--- src/rtl/pipe_pkg.sv ---
// pipe_pkg: shared stage indices, default widths and tag entry layout for the hazard unit
package pipe_pkg;
    localparam int STG_EX = 0;
    localparam int STG_MA = 1;
    localparam int STG_WB = 2;
    localparam int XLEN_DEF = 16;
    localparam int NREG_DEF = 8;
    localparam int TAG_VALID = 0;
    localparam int TAG_WR_EN = 1;
    localparam int TAG_IS_LOAD = 2;
    localparam int TAG_DEST = 3;
endpackage

--- src/rtl/pipe_hazard_unit_fwd_match.sv ---
// fwd_match: youngest-first producer matcher over the tag pipeline for one RR operand
module fwd_match
    import pipe_pkg::*;
#(
    parameter int DEPTH = 3,
    parameter int RIDX = 3,
    parameter int LOAD_READY_STAGE = 1,
    parameter int R0_ZERO = 0,
    parameter int SEL_W = (DEPTH > 1) ? $clog2(DEPTH) : 1
) (
    input  logic                               req,
    input  logic [RIDX-1:0]                    src,
    input  logic [DEPTH*(RIDX+TAG_DEST)-1:0]   tags,
    output logic [DEPTH-1:0]                   hit,
    output logic                               hazard,
    output logic [SEL_W-1:0]                   sel
);
    localparam int TW = RIDX + TAG_DEST;
    logic en;
    logic found;
    logic late;
    always_comb begin
        en = req && !(R0_ZERO != 0 && src == '0);
        found = 1'b0;
        late = 1'b0;
        sel = '0;
        // Scan oldest to youngest so the youngest matching producer is the last one kept
        for (int i = DEPTH - 1; i >= STG_EX; i--) begin
            if (en && tags[i*TW + TAG_VALID] && tags[i*TW + TAG_WR_EN]
                && tags[i*TW + TAG_DEST +: RIDX] == src) begin
                found = 1'b1;
                late = tags[i*TW + TAG_IS_LOAD] && i < LOAD_READY_STAGE;
                sel = SEL_W'(i);
            end
        end
        hazard = found && late;
        hit = (found && !late) ? DEPTH'(1) << sel : '0;
    end
endmodule

--- src/rtl/pipe_hazard_unit.sv ---
// pipe_hazard_unit: RR-stage operand forwarding, load-use interlock and saturating stall counter
module pipe_hazard_unit
    import pipe_pkg::*;
#(
    parameter int XLEN = XLEN_DEF,
    parameter int NREG = NREG_DEF,
    parameter int RIDX = $clog2(NREG),
    parameter int DEPTH = STG_WB + 1,
    parameter int LOAD_READY_STAGE = STG_MA,
    parameter int CNT_W = 16,
    parameter int R0_ZERO = 0
) (
    input  logic                  clk,
    input  logic                  rst,
    input  logic                  rr_valid,
    input  logic [RIDX-1:0]       rr_src_a,
    input  logic [RIDX-1:0]       rr_src_b,
    input  logic                  rr_use_a,
    input  logic                  rr_use_b,
    input  logic [RIDX-1:0]       rr_dest,
    input  logic                  rr_wr_en,
    input  logic                  rr_is_load,
    input  logic                  flush,
    input  logic [DEPTH*XLEN-1:0] stage_data,
    input  logic [XLEN-1:0]       rf_a_data,
    input  logic [XLEN-1:0]       rf_b_data,
    input  logic                  stat_clr,
    output logic [XLEN-1:0]       fwd_a_data,
    output logic [XLEN-1:0]       fwd_b_data,
    output logic [DEPTH-1:0]      fwd_hit_a,
    output logic [DEPTH-1:0]      fwd_hit_b,
    output logic                  stall,
    output logic [CNT_W-1:0]      stall_count
);
    localparam int TW = RIDX + TAG_DEST;
    localparam int SEL_W = (DEPTH > 1) ? $clog2(DEPTH) : 1;
    logic [DEPTH-1:0][TW-1:0] tag_q, tag_d;
    logic [CNT_W-1:0] cnt_q, cnt_d;
    logic haz_a, haz_b;
    logic [SEL_W-1:0] sel_a, sel_b;

    fwd_match #(
        .DEPTH(DEPTH), .RIDX(RIDX), .LOAD_READY_STAGE(LOAD_READY_STAGE), .R0_ZERO(R0_ZERO), .SEL_W(SEL_W)
    ) u_match_a (
        .req(rr_valid & rr_use_a), .src(rr_src_a), .tags(tag_q),
        .hit(fwd_hit_a), .hazard(haz_a), .sel(sel_a)
    );

    fwd_match #(
        .DEPTH(DEPTH), .RIDX(RIDX), .LOAD_READY_STAGE(LOAD_READY_STAGE), .R0_ZERO(R0_ZERO), .SEL_W(SEL_W)
    ) u_match_b (
        .req(rr_valid & rr_use_b), .src(rr_src_b), .tags(tag_q),
        .hit(fwd_hit_b), .hazard(haz_b), .sel(sel_b)
    );

    always_comb begin
        stall = rr_valid && !flush && (haz_a || haz_b);
        fwd_a_data = |fwd_hit_a ? stage_data[sel_a*XLEN +: XLEN] : rf_a_data;
        fwd_b_data = |fwd_hit_b ? stage_data[sel_b*XLEN +: XLEN] : rf_b_data;
        // A stalled or flushed RR instruction leaves a bubble in EX
        tag_d[0] = {rr_dest, rr_is_load, rr_wr_en, rr_valid && !stall && !flush};
        for (int i = 1; i < DEPTH; i++) tag_d[i] = tag_q[i-1];
        cnt_d = stat_clr ? '0 : (stall && !(&cnt_q)) ? cnt_q + 1'b1 : cnt_q;
        stall_count = cnt_q;
    end

    always_ff @(posedge clk or negedge rst) begin
        if (!rst) begin
            tag_q <= '0;
            cnt_q <= '0;
        end else begin
            tag_q <= tag_d;
            cnt_q <= cnt_d;
        end
    end
endmodule

--- config.mk ---
export PLATFORM = sky130hd
export DESIGN_NAME = pipe_hazard_unit
export DESIGN_NICKNAME = d
export VERILOG_FILES = /design/src/rtl/pipe_pkg.sv /design/src/rtl/pipe_hazard_unit_fwd_match.sv /design/src/rtl/pipe_hazard_unit.sv
export SDC_FILE = /design/constraint.sdc
export NUM_CORES = 1
export LEC_CHECK = 0
export ABC_AREA = 1
export BUFFER_PORTS_ARGS = -buffer_cell sky130_fd_sc_hd__buf_2
export CORE_UTILIZATION = 52
export DETAILED_ROUTE_END_ITERATION = 16
export GPL_TIMING_DRIVEN = 0
export PLACE_DENSITY_LB_ADDON = 0.1
export SLEW_MARGIN = 20
export SYNTH_ARGS = -nofsm -noshare
export SYNTH_HDL_FRONTEND = slang
export SYNTH_SLANG_ARGS = --single-unit
--- constraint.sdc ---
create_clock -name clk -period 2.6 [get_ports clk]
set_input_delay 0.26 -clock clk [delete_from_list [all_inputs] [get_ports clk]]
set_output_delay 0.26 -clock clk [all_outputs]
set_load 0.01 [all_outputs]
# After elaboration in Yosys (flattened, before gate mapping)
# Index checks and enable logic that the tools add are counted.
[word_totals]
reg_bits = 34
wordCells = 74
[classes]
add_sub_neg = 1
n_eq_ne = 6
shifts = 4
mux = 20
bitwise_logic = 2
n_reduce_logical = 37
[ops]
columns = ["op", "n"]
rows = [
  ["$shiftx 48x7->16", 2],
  ["$mux 16", 4],
  ["$logic_and 1x1->1", 27],
  ["$eq 3x3->1", 6],
  ["$add 16x1->16 const B", 1],
  ["$reduce_and 16->1", 1],
  ["$mux 2", 6],
  ["$mux 1", 8],
  ["$mux 3", 2],
  ["$reduce_or 3->1", 2],
  ["$shl 1x2->3 const A", 2],
  ["$logic_not 1->1", 5],
  ["$and 1x1->1", 2],
  ["$reduce_bool 2->1", 1],
  ["$logic_or 1x1->1", 1],
]

# Logic depth before layout (Yosys ltp)
# Gate-level depths: netlist of run 1.
[logic_depth]
depth_word = 13
ltp_mapped = 13

# Modules after synthesis
# From an unflattened synthesis of run 1, not the netlist that was laid out.
[hier_totals]
hier_cells = 485
area_unflattened_um2 = 3039.2
[by_module_without_submodules]
columns = ["module", "n_inst", "cells_per_inst", "area_per_inst_um2"]
rows = [
  ["pipe_hazard_unit", 1, 377, 2521.2],
  ["fwd_match", 2, 54, 259.0],
]

# Worst setup path before layout of run 1
# No wires, ideal clock.
[synth_path]
kind = "register -> output"
from = "register tag_q (netlist bit tag_d[16])"
to = "output fwd_b_data[10]"
arrival_ps = 1395
required_time_ps = 2340
setup_slack_ps = 945
stages_incl_launch_ff = 11
cell_sequence = "dfrtp_1 xnor2_1 nand2_1 nor2_4 nand2_2 buf_6 buf_6 nand2_2 nand3_1 nand3_1 nand2_1"
[synth_via]
elab_chain_len = 8
[synth_rtl]
columns = ["element", "line_no", "source"]
rows = [
  ["start: declaration", "pipe_hazard_unit.sv:37", "logic [DEPTH-1:0][TW-1:0] tag_q, tag_d;"],
  ["start signal: assignment", "pipe_hazard_unit.sv:72", "tag_q <= tag_d;"],
  ["$eq 3x3->1 (*)", "pipe_hazard_unit_fwd_match.sv:30", "&& tags[i*TW + TAG_DEST +: RIDX] == src) begin"],
  ["$logic_and 1x1->1 (*)", "pipe_hazard_unit_fwd_match.sv:30", ""],
  ["branches (longest 5 deep; another with $shiftx 48x7->16)", "-", ""],
  ["$mux 16 (*)", "pipe_hazard_unit.sv:59", "fwd_b_data = |fwd_hit_b ? stage_data[sel_b*XLEN +: XLEN] : rf_b_data;"],
  ["end: declaration", "pipe_hazard_unit.sv:29", "output logic [XLEN-1:0] fwd_b_data,"],
]
# Mark *: on every way between the ends.

# Worst setup path after layout of run 1
[layout_path]
from = "register tag_q (netlist bit tag_d[17])"
to = "output fwd_b_data[7]"
# The elaborated chain is that of the path after synthesis.

==> metrics.md, run 1 <==
| Metric | Value |
|---|---|
| Worst Reg-to-Reg Cells | `8` |
| Combinational share of power | `about a quarter` |
| Final setup margin | `roughly 190 ps` |
| Pin count of the biggest net entering global routing | `33` |
| Switching part of the total | `approximately 30%` |
| Hold slack | `around 18 ps` |
| CTS root buf | `clkbuf_8` |
| Critical path endpoint category | `output port` |
| MaxCap Viol Count | `0` |
| Worst Hold Class | `input pin to asynchronous set/reset pin` |
| Fmax | `between 400 and 500 MHz` |
| Die area | `0.006692 mm2` |
| Mapped Nets | `roughly 670` |
| Crit path launch type | `flop` |
| Number of routed nets with antenna violations | `0` |
| Vias in the first global route | `around 3,800` |
| Layout cells sized above 1 | `29.49%` |
| Worst reg2reg startpoint | `stall_count[0]$_DFFE_PN0P_` |
| Port Buffers | `between 150 and 200` |
| Clk sinks | `32` |
| GP Congestion | `around 0.94` |
| Clock share of power | `between 30% and 40%` |
| Pre-antenna DRT Iters | `5` |
| Cells after Synth | `between 500 and 600` |
| Warnings from Yosys | `0` |
| Worst-margin pin slew | `~730 ps` |
| Setup TNS Final | `0 ps` |
| Internal power | `between 0.9 and 1 mW` |
| Vias | `approximately 4,400` |
| Area post-placement | `approximately 0.0042 mm2` |
| WP data arrival | `roughly 2200 ps` |
| Status | `finished clean` |
| Placeable Area | `roughly 0.0060 mm2` |
| Routed WL | `between 10,000 and 15,000 um` |
| Final Hold Viols | `0` |
| Crit Path Max Fanout | `10` |
| First-pass GRT wire length | `roughly 17,000 um` |
| Die Ht | `81.81 um` |
| Crit path kind | `flop to output port` |
| Met2 Wirelength | `5372 um` |
| I/O pin count | `about 150` |
| Total GRT Usage | `33.30%` |
| Setup Skew | `between 10 and 15 ps` |
| Power density cells | `311.9 mW/mm2` |
| Top sig layer | `met4` |
| Remaining Overflow, GRT | `0` |
| Final setup fails | `0` |
| Seq cells post-synth | `32` |
| Vias per cell | `5.484` |
| Post-synth cell types | `28` |
| Die width | `roughly 82 um` |
| HPWL after DPL | `between 8000 and 9000 um` |
| Metal3 WL | `about 1100 um` |
| Remaining DRCs | `0` |
| H-Tree Depth | `2` |
| CTS tree | `yes` |
| Most frequent cells in the layout | `nand2_1, buf_2, nand3_1` |
| Finished Cell Area | `between 0.004 and 0.005 mm2` |
| Peak VDD IR | `between 0.2 and 0.3 mV` |
| Starting Density | `a little over half` |
| Drt initial violations | `~330` |
| Worst-path clk slew | `70 ps` |
| Net Switching | `0.3976 mW` |
| Post-cts resize count | `0` |
| Slew Limit Fails | `0` |
| Diode count | `0` |
| Static Leakage | `around 2.5 nW` |
| Reg-to-Reg End | `stall_count[6]$_DFFE_PN0P_` |
| Final nets | `~830` |
| CTS max path bufs | `2` |
| Area growth syn-to-layout | `29.01%` |
| Post-synthesis sequential area ratio | `between 20% and 30%` |
| Hold_buf cts | `0` |
| Overall power | `about 1.3 mW` |
| RSZ-0062 raised after global routing | `false` |
| Avg Cell Area, Syn | `slightly below 6 um2` |
| Final Cycle Share | `92.65%` |
| Antenna violations before repair | `0` |
| Worst Path Required | `2340 ps` |
| Post-place setup slack | `~540 ps` |
| DR WL/cell | `about 14 um` |
| Worst slew margin | `just over 50%` |
| Rows | `28` |
| M1 WL | `approximately 4300 um` |
| Cts bufs inserted | `5` |
| Register share of total power | `between 40% and 50%` |
| Worst-Skew Late Latency | `around 290 ps` |
| Final min period | `~2400 ps` |
| Postcts setup bufs | `0` |
| Post-Syn Area | `roughly 0.0033 mm2` |
| Flop2flop setup slack | `about 800 ps` |
| Commonest non-fill, non-tap cell in the layout | `nand2_1` |
logic make-up (layout without fill, tap and decap cells):
family / after synthesis / after routing / synth area share [%]
adders and majority gates: 1 / 1 / 0.3777
DFF: 32 / 32 / 24.18
xor gates and xnor gates: 6 / 6 / 1.587
AOI/OAI and AO/OA: 2 / 2 / 0.3777
buffers and inverters: 83 / 242 / 10.96
and+or+nand+nor: 446 / 446 / 62.52
state kept, by name, summed over array words and instances (netlist names):
| signal | flops |
|---|---|
| tag_q | 5 |
| stall_count | 16 |
| tag_d | 11 |
final cells by class:
| class | instances | area [um2] |
|---|---|---|
| multi-input cells | 455 | 2148 |
| fillers | 569 | 1753 |
| flip-flops and latches | 32 | 800.8 |
| repair buffers | 151 | 755.7 |
| inverters | 58 | 217.7 |
| plain buffers | 25 | 145.1 |
| well taps | 75 | 93.84 |
| clock buffers | 5 | 68.82 |
| clock inverters | 3 | 42.54 |
power groups by stage:
stage / Sequential [mW] / Combinational, mW / Clock (mW)
after floorplan: 0.543 / 0.157 / 0
after global placement: 0.542 / 0.310 / 0
after detailed placement: 0.544 / 0.315 / 0
after CTS: 0.534 / 0.317 / 0.494
after global routing: 0.537 / 0.357 / 0.514
final: 0.535 / 0.318 / 0.480
synthesized netlist by cell type:
library cell  number  share of area, %
a21oi_1            1              0.15
and3_1             1              0.19
buf_1              1              0.11
buf_2              8               1.2
buf_4              3              0.68
buf_6              4               1.4
clkbuf_1           9               1.0
clkinv_1           1              0.11
dfrtp_1           32                24
ha_1               1              0.38
inv_1             47               5.3
inv_2             10               1.1
nand2_1          208                24
nand2_2           14               2.6
nand2_4            4               1.4
nand3_1          115                17
nand3_2            3              0.91
nand3_4            1              0.53
nand4_1           34               6.4
nand4_4            1              0.64
nor2_1            51               5.8
nor2_2             4              0.76
nor2_4             4               1.4
nor3_1             5              0.76
nor3b_1            1              0.23
o21bai_1           1              0.23
xnor2_1            2              0.53
xor2_1             4               1.1
worst max-delay path, stage by stage (launching register included):
cell	delay, ps
dfrtp_1	400
inv_1	80
nand2_1	100
nand2_1	80
nor2_2	140
nand2_2	160
nand3_1	190
nand3_2	170
buf_4	230
nand3_1	110
nand2_1	70
buf_2	140
per-layer routing:
metal / track usage (%) / vias to the layer above
met1: 40.12 / 1969
met3: 7.556 / 38
li1: - / 2153
met4: 13.51 / 0
met2: 56.86 / 249
met5: 0 / -
through the flow:
| stage | util, % | std cells |
|---|---|---|
| 2_1_floorplan | - | 570 |
| 3_3_place_gp | 69.06 | 796 |
| 3_5_place_dp | 69.06 | 796 |
| 4_1_cts | 70.91 | 804 |
| 5_1_grt | 70.91 | 804 |
| 6_report | 70.91 | 804 |
worst max path at each step:
stage                              startpoint             end  slack [ps]  depth (start not counted)
after floorplan           tag_d[16]$_DFF_PN0_  fwd_b_data[10]         940                         10
after global routing      tag_d[16]$_DFF_PN0_  fwd_b_data[12]          70                         11
after detailed placement             rr_valid   fwd_b_data[7]         540                         13
after CTS                 tag_d[16]$_DFF_PN0_   fwd_b_data[7]         220                         11
final                     tag_d[17]$_DFF_PN0_   fwd_b_data[7]         190                         11
after global placement               rr_valid  fwd_a_data[12]         570                         11
(Power assumes the default switching activity.)
==> run 2, diff against run 1 <==
--- a/config.mk
+++ b/config.mk
@@ -7,11 +7,12 @@
 export LEC_CHECK = 0
 export ABC_AREA = 1
 export BUFFER_PORTS_ARGS = -buffer_cell sky130_fd_sc_hd__buf_2
-export CORE_UTILIZATION = 52
+export CORE_UTILIZATION = 50
 export DETAILED_ROUTE_END_ITERATION = 16
 export GPL_TIMING_DRIVEN = 0
 export PLACE_DENSITY_LB_ADDON = 0.1
 export SLEW_MARGIN = 20
 export SYNTH_ARGS = -nofsm -noshare
 export SYNTH_HDL_FRONTEND = slang
+export SYNTH_HIERARCHICAL = 1
 export SYNTH_SLANG_ARGS = --single-unit
==> run 2 against run 1 <==
Compared with the run above:
- core utilization rose by 2.9 points
- register-to-register slack worse by 80 ps
- sequential power shrank 2%
- area after synthesis fell by 9.7%
- critical path depth up 3
- non-clock buffer count down 1
- total power down 1.6%
- count of clock-buffer cells in the layout up 1
- critical path type unchanged
- largest power group unchanged
==> metrics.md, run 2 <==
| Metric | Value |
|---|---|
| Fmax | `approximately 400 MHz` |
| Peak VDD IR | `between 0.3 and 0.4 mV` |
| Flop2flop setup slack | `720 ps` |
| Vias per cell | `~5.4` |
| Crit path launch type | `flop` |
| M2 GR Usage | `about half` |
| Layout cells sized above 1 | `between 40 and 50%` |
| Clk sinks | `32` |
| Cell total after placement | `between 700 and 800` |
| Crit path kind | `flop to output port` |
| I/O pin count | `153` |
| Worst-Skew Late Latency | `slightly below 300 ps` |
| Placeable Area | `between 0.005 and 0.006 mm2` |
| Total GRT Usage | `~31%` |
| Remaining Overflow, GRT | `0` |
| Static Leakage | `between 2 and 2.5 nW` |
| Pin count of the biggest net entering global routing | `33` |
| Diode count | `0` |
| Cts bufs inserted | `5` |
| WP data arrival | `2240 ps` |
| Largest stage delay, worst path | `440 ps` |
| Pre-antenna DRT Iters | `5` |
| Finished Cell Area | `around 0.0042 mm2` |
| Die area | `0.006292 mm2` |
| Power density cells | `roughly 310 mW/mm2` |
| Layout Utilization | `73.83%` |
| Worst Path Required | `roughly 2300 ps` |
| Critical path endpoint category | `output port` |
| Grt met1 use | `between 40% and 50%` |
| CTS tree | `yes` |
| Final Cycle Share | `between 90% and 100%` |
| MaxCap Viol Count | `0` |
| CTS root buf | `clkbuf_8` |
| Worst Hold Class | `input pin to asynchronous set/reset pin` |
| Final Non-Filler Cells | `slightly above 700` |
| Worst slew margin | `a little over half` |
| CP Cell Sequence | `inv_1, nand2_1, nand2_2, nor2_4, nand2_2, nand2_2, nor2_1, buf_2, inv_2, nor2_4, buf_4, nand2_1, a31oi_2, buf_2` |
| Die Ht | `a little under 80 um` |
| Die width | `~79 um` |
| # fillers | `roughly 460` |
| Number of routed nets with antenna violations | `0` |
| Area growth syn-to-layout | `39.35%` |
| Post-place setup slack | `-57.16 ps` |
| Antenna violations before repair | `0` |
| M3 GR Usage | `approximately 6.9%` |
| Final Hold Viols | `0` |
| Worst-path clk slew | `approximately 60 ps` |
| Commonest non-fill, non-tap cell in the layout | `buf_2` |
| Cells after Synth | `between 400 and 500` |
| Slowest-stage cell, CP | `dfrtp_2` |
| Crit Path Max Fanout | `8` |
| Final setup fails | `0` |
| Drt initial violations | `around 270` |
| GR peak layer | `met2` |
| Most used cell, CP | `nand2_2` |
| Routed WL | `~10000 um` |
| Max reg flops | `16` |
| Warnings from Yosys | `6` |
| Area post-placement | `between 0.003 and 0.004 mm2` |
| Vias in the first global route | `approximately 3,500` |
| CTS max path bufs | `2` |
| DR WL/cell | `approximately 14 um` |
| Most frequent cells in the layout | `buf_2, nand2_1, nor2_1` |
| Remaining DRCs | `0` |
| RSZ-0062 raised after global routing | `true` |
| Rows | `27` |
| Final nets | `742` |
| Final min period | `about 2500 ps` |
| Final setup margin | `96.07 ps` |
| Mapped Nets | `582` |
| Status | `finished clean` |
| HPWL after DPL | `~7400 um` |
| Setup Skew | `roughly 1.4 ps` |
| First-pass GRT wire length | `15,600 um` |
| Vias | `just under 4,000` |
| Post-Syn Area | `about 0.0030 mm2` |
| Worst-margin pin slew | `around 700 ps` |
| Avg Cell Area, Syn | `6.189 um2` |
| Port Buffers | `152` |
| H-Tree Depth | `2` |
| Starting Density | `52.98%` |
| Slew Limit Fails | `0` |
| GP Congestion | `~0.89` |
[run 2: layout make-up]
class	count	area [um2]	area share, %
multi-input combinational	369	1983	47.61
timing repair buffer	155	783.3	18.80
clock inverter	2	35.03	0.8411
sequential	32	803.3	19.29
tap	72	90.09	2.163
buffer	20	170.2	4.085
inverter	60	227.7	5.467
clock buffer	6	72.57	1.742
[run 2: metrics by stage]
step                      setup TNS, ps  total power [mW]  hold slack, ps
final                                 0             1.311           12.51
after global routing             -407.1             1.380           55.97
after CTS                             0             1.306           32.73
after detailed placement         -87.45            0.8275           347.5
after global placement           -56.35            0.8216           346.7
after floorplan                       0            0.6777          -35.59
[run 2: what timing repair did]
item | CTS | global route
pin swaps | 0 | 6
gates cloned | 0 | 0
setup buffers | 0 | 3
gates resized for setup | 27 | 49
setup endpoints to repair | 32 | 32
hold buffers | 0 | 0
[run 2: worst max-delay path: cells and delay by family, from the launching register on]
kind                   cells  cell delay, ps
AO/OA/AOI/OAI              1             170
flip-flops                 1             440
AND/OR/NAND/NOR            8             640
buffers and inverters      5             710
[run 2: per-layer routing]
| layer | share of wire (%) | routed length, um | vias to the layer above |
|---|---|---|---|
| li1 | - | - | 1884 |
| met1 | 42 | 4176 | 1768 |
| met2 | 49 | 4884 | 224 |
| met3 | 7.6 | 758 | 22 |
| met4 | 1.7 | 167 | 0 |
| met5 | 0 | 0 | - |
[run 2: worst paths after layout]
check | start | endpoint | cells past startpoint
max reg2reg | tag_d[10]$_DFF_PN0_ | stall_count[5]$_DFFE_PN0P_ | 12
max | tag_d[11]$_DFF_PN0_ | fwd_b_data[15] | 14
max in group asynchronous | rst | tag_d[9]$_DFF_PN0_ | 1
min in group clk | rr_dest[0] | tag_d[9]$_DFF_PN0_ | 1
min | rst | stall_count[13]$_DFFE_PN0P_ | 1
min reg2reg | tag_d[13]$_DFF_PN0_ | tag_q[13]$_DFF_PN0_ | 0
[run 2: where the power goes]
part / leakage (nW) / total (mW) / internal [mW] / switching [mW]
clock: 0.0552 / 0.472 / 0.284 / 0.188
combinational: 1.69 / 0.315 / 0.142 / 0.173
sequential: 0.412 / 0.524 / 0.511 / 0.0135
==> run 3, diff against run 2 <==
--- a/config.mk
+++ b/config.mk
@@ -7,7 +7,7 @@
 export LEC_CHECK = 0
 export ABC_AREA = 1
 export BUFFER_PORTS_ARGS = -buffer_cell sky130_fd_sc_hd__buf_2
-export CORE_UTILIZATION = 50
+export CORE_UTILIZATION = 47
 export DETAILED_ROUTE_END_ITERATION = 16
 export GPL_TIMING_DRIVEN = 0
 export PLACE_DENSITY_LB_ADDON = 0.1
==> constraint.sdc (replaced) <==
create_clock -name clk -period 2.45 [get_ports clk]
set_input_delay 0.245 -clock clk [delete_from_list [all_inputs] [get_ports clk]]
set_output_delay 0.245 -clock clk [all_outputs]
set_load 0.01 [all_outputs]
==> run 3 against run 2 <==
Compared with the run above:
- the flow now finishes with violations (negative setup slack)
- first-iteration DRC count decreased by 4.5%
- largest power group unchanged
- sequential power increased by 6.1%
- non-clock buffer count increased by 7
- critical path depth decreased by 3
- final cell count increased by 1.4%
- critical path type unchanged
- setup slack got worse by 160 ps
==> metrics.md, run 3 (synthesized netlist as in run 2, its figures left out) <==
| Metric | Value |
|---|---|
| Cts bufs inserted | `5` |
| Reg-to-Reg End | `stall_count[4]$_DFFE_PN0P_` |
| Number of routed nets with antenna violations | `0` |
| Worst slew margin | `between 50% and 60%` |
| HPWL after DPL | `~7300 um` |
| Routed WL | `about 11,000 um` |
| Die Ht | `between 80 and 90 um` |
| Most frequent cells in the layout | `buf_2, nand2_1, nor2_1` |
| Worst Path Required | `about 2200 ps` |
| RSZ-0062 raised after global routing | `true` |
| Static Leakage | `approximately 2.2 nW` |
| CTS root buf | `clkbuf_8` |
| Crit Path Max Fanout | `5` |
| Layout cells sized above 1 | `47.47%` |
| Worst-margin pin slew | `about 730 ps` |
| Remaining DRCs | `0` |
| Final nets | `between 700 and 800` |
| Final Cycle Share | `102.7%` |
| Remaining Overflow, GRT | `0` |
| Post-place setup slack | `-127.8 ps` |
| # fillers | `~510` |
| Area growth syn-to-layout | `49.85%` |
| Max reg flops | `16` |
| First-pass GRT wire length | `between 10,000 and 15,000 um` |
| Pin count of the biggest net entering global routing | `33` |
| Worst-Skew Late Latency | `290 ps` |
| Critical path endpoint category | `output port` |
| Final setup fails | `15` |
| Placeable Area | `about 0.0060 mm2` |
| Commonest non-fill, non-tap cell in the layout | `buf_2` |
| Port Buffers | `about 150` |
| Vias per cell | `5.426` |
| Setup Skew | `approximately 6 ps` |
| Finished Cell Area | `0.004479 mm2` |
| Flop2flop setup slack | `approximately 450 ps` |
| Slew Limit Fails | `0` |
| Final setup margin | `-66.77 ps` |
| Worst Hold Class | `input pin to asynchronous set/reset pin` |
| Fmax | `~400 MHz` |
| Rows | `28` |
| GP Congestion | `about 0.87` |
| Diode count | `0` |
| Worst Reg-to-Reg Cells | `13` |
| Worst reg2reg startpoint | `tag_d[9]$_DFF_PN0_` |
| Die area | `0.006683 mm2` |
| Starting Density | `between 40% and 50%` |
| MaxCap Viol Count | `0` |
| Final Hold Viols | `0` |
| Crit path launch type | `flop` |
| Peak VDD IR | `roughly 0.38 mV` |
| Failing checks | `negative setup slack` |
| WP data arrival | `~2300 ps` |
| Setup TNS Final | `-377.0 ps` |
| Total GRT Usage | `about 27%` |
| Vias in the first global route | `3,241` |
| CTS max path bufs | `2` |
| Area post-placement | `0.003844 mm2` |
| Crit path kind | `flop to output port` |
| Die width | `between 80 and 90 um` |
| Drt initial violations | `between 200 and 300` |
| Clk sinks | `32` |
| CTS tree | `yes` |
| Overall power | `1.446 mW` |
| Vias | `3,939` |
| Antenna violations before repair | `0` |
| H-Tree Depth | `2` |
| I/O pin count | `roughly 150` |
| DR WL/cell | `around 14 um` |
| Status | `finished with violations` |
| Final min period | `between 2000 and 3000 ps` |
| Pre-antenna DRT Iters | `5` |
| Power density cells | `~320 mW/mm2` |
| Worst-path clk slew | `70 ps` |
## run 3: stage by stage
| stage | hold slack, ps | utilization, % | instances |
|---|---|---|---|
| 6_report | 3.025 | 74.34 | 726 |
| 3_3_place_gp | 335.9 | 63.79 | 710 |
| 3_5_place_dp | 345.4 | 63.79 | 710 |
| 5_1_grt | 42.78 | 74.34 | 726 |
| 2_1_floorplan | -50.59 | - | 483 |
| 4_1_cts | 29.72 | 68.29 | 719 |
## run 3: power by group
| part | internal [mW] | total, mW | switching, mW |
|---|---|---|---|
| registers | 0.542 | 0.556 | 0.0144 |
| logic | 0.173 | 0.375 | 0.202 |
| clock network | 0.301 | 0.515 | 0.214 |
| total | 1.02 | 1.45 | 0.430 |
## run 3: layer usage
layer	share of wire (%)	GRT usage, %	vias to the layer above
met5	0	0	-
met4	2.2	9.474	0
met3	7.7	4.444	27
met2	50	46.94	205
met1	40	33.90	1802
li1	-	-	1905
## run 3: worst max-delay path by stage
stage | from | to | slack (ps) | depth (start not counted)
floorplan | tag_d[11]$_DFF_PN0_ | fwd_a_data[10] | 380 | 13
global placement | rr_valid | fwd_b_data[13] | -100 | 15
detailed placement | tag_d[11]$_DFF_PN0_ | fwd_b_data[13] | -130 | 14
CTS | tag_d[11]$_DFF_PN0_ | fwd_a_data[12] | -5 | 11
global route | tag_d[10]$_DFF_PN0_ | fwd_a_data[8] | -150 | 11
finish | tag_d[9]$_DFF_PN0_ | fwd_a_data[8] | -70 | 11
## run 3: cell type report
class	instances	area (um2)	area share [%]
Sequential cell	32	803.3	17.93
Buffer	20	224.0	5.000
Timing Repair Buffer	162	889.6	19.86
Tap cell	75	93.84	2.095
Multi-Input combinational cell	369	2130	47.54
Inverter	60	227.7	5.084
Clock inverter	3	42.54	0.9497
Clock buffer	5	68.82	1.536
## run 3: what timing repair did
action	4_1_cts	5_1_grt
setup buffers	3	6
endpoints found under the setup margin	32	32
pin swaps	3	15
cloned	0	1
resized for setup	39	89
hold buffers	0	0
## run 3: critical path: stages (launching register included)
cell,delay [ps]
dfrtp_2,410
inv_1,60
nand2_1,80
nand2_2,70
nor2_4,140
nand2_2,80
nand2_2,110
nor2_4,40
or3_4,440
clkbuf_16,200
a31oi_2,180
buf_2,150
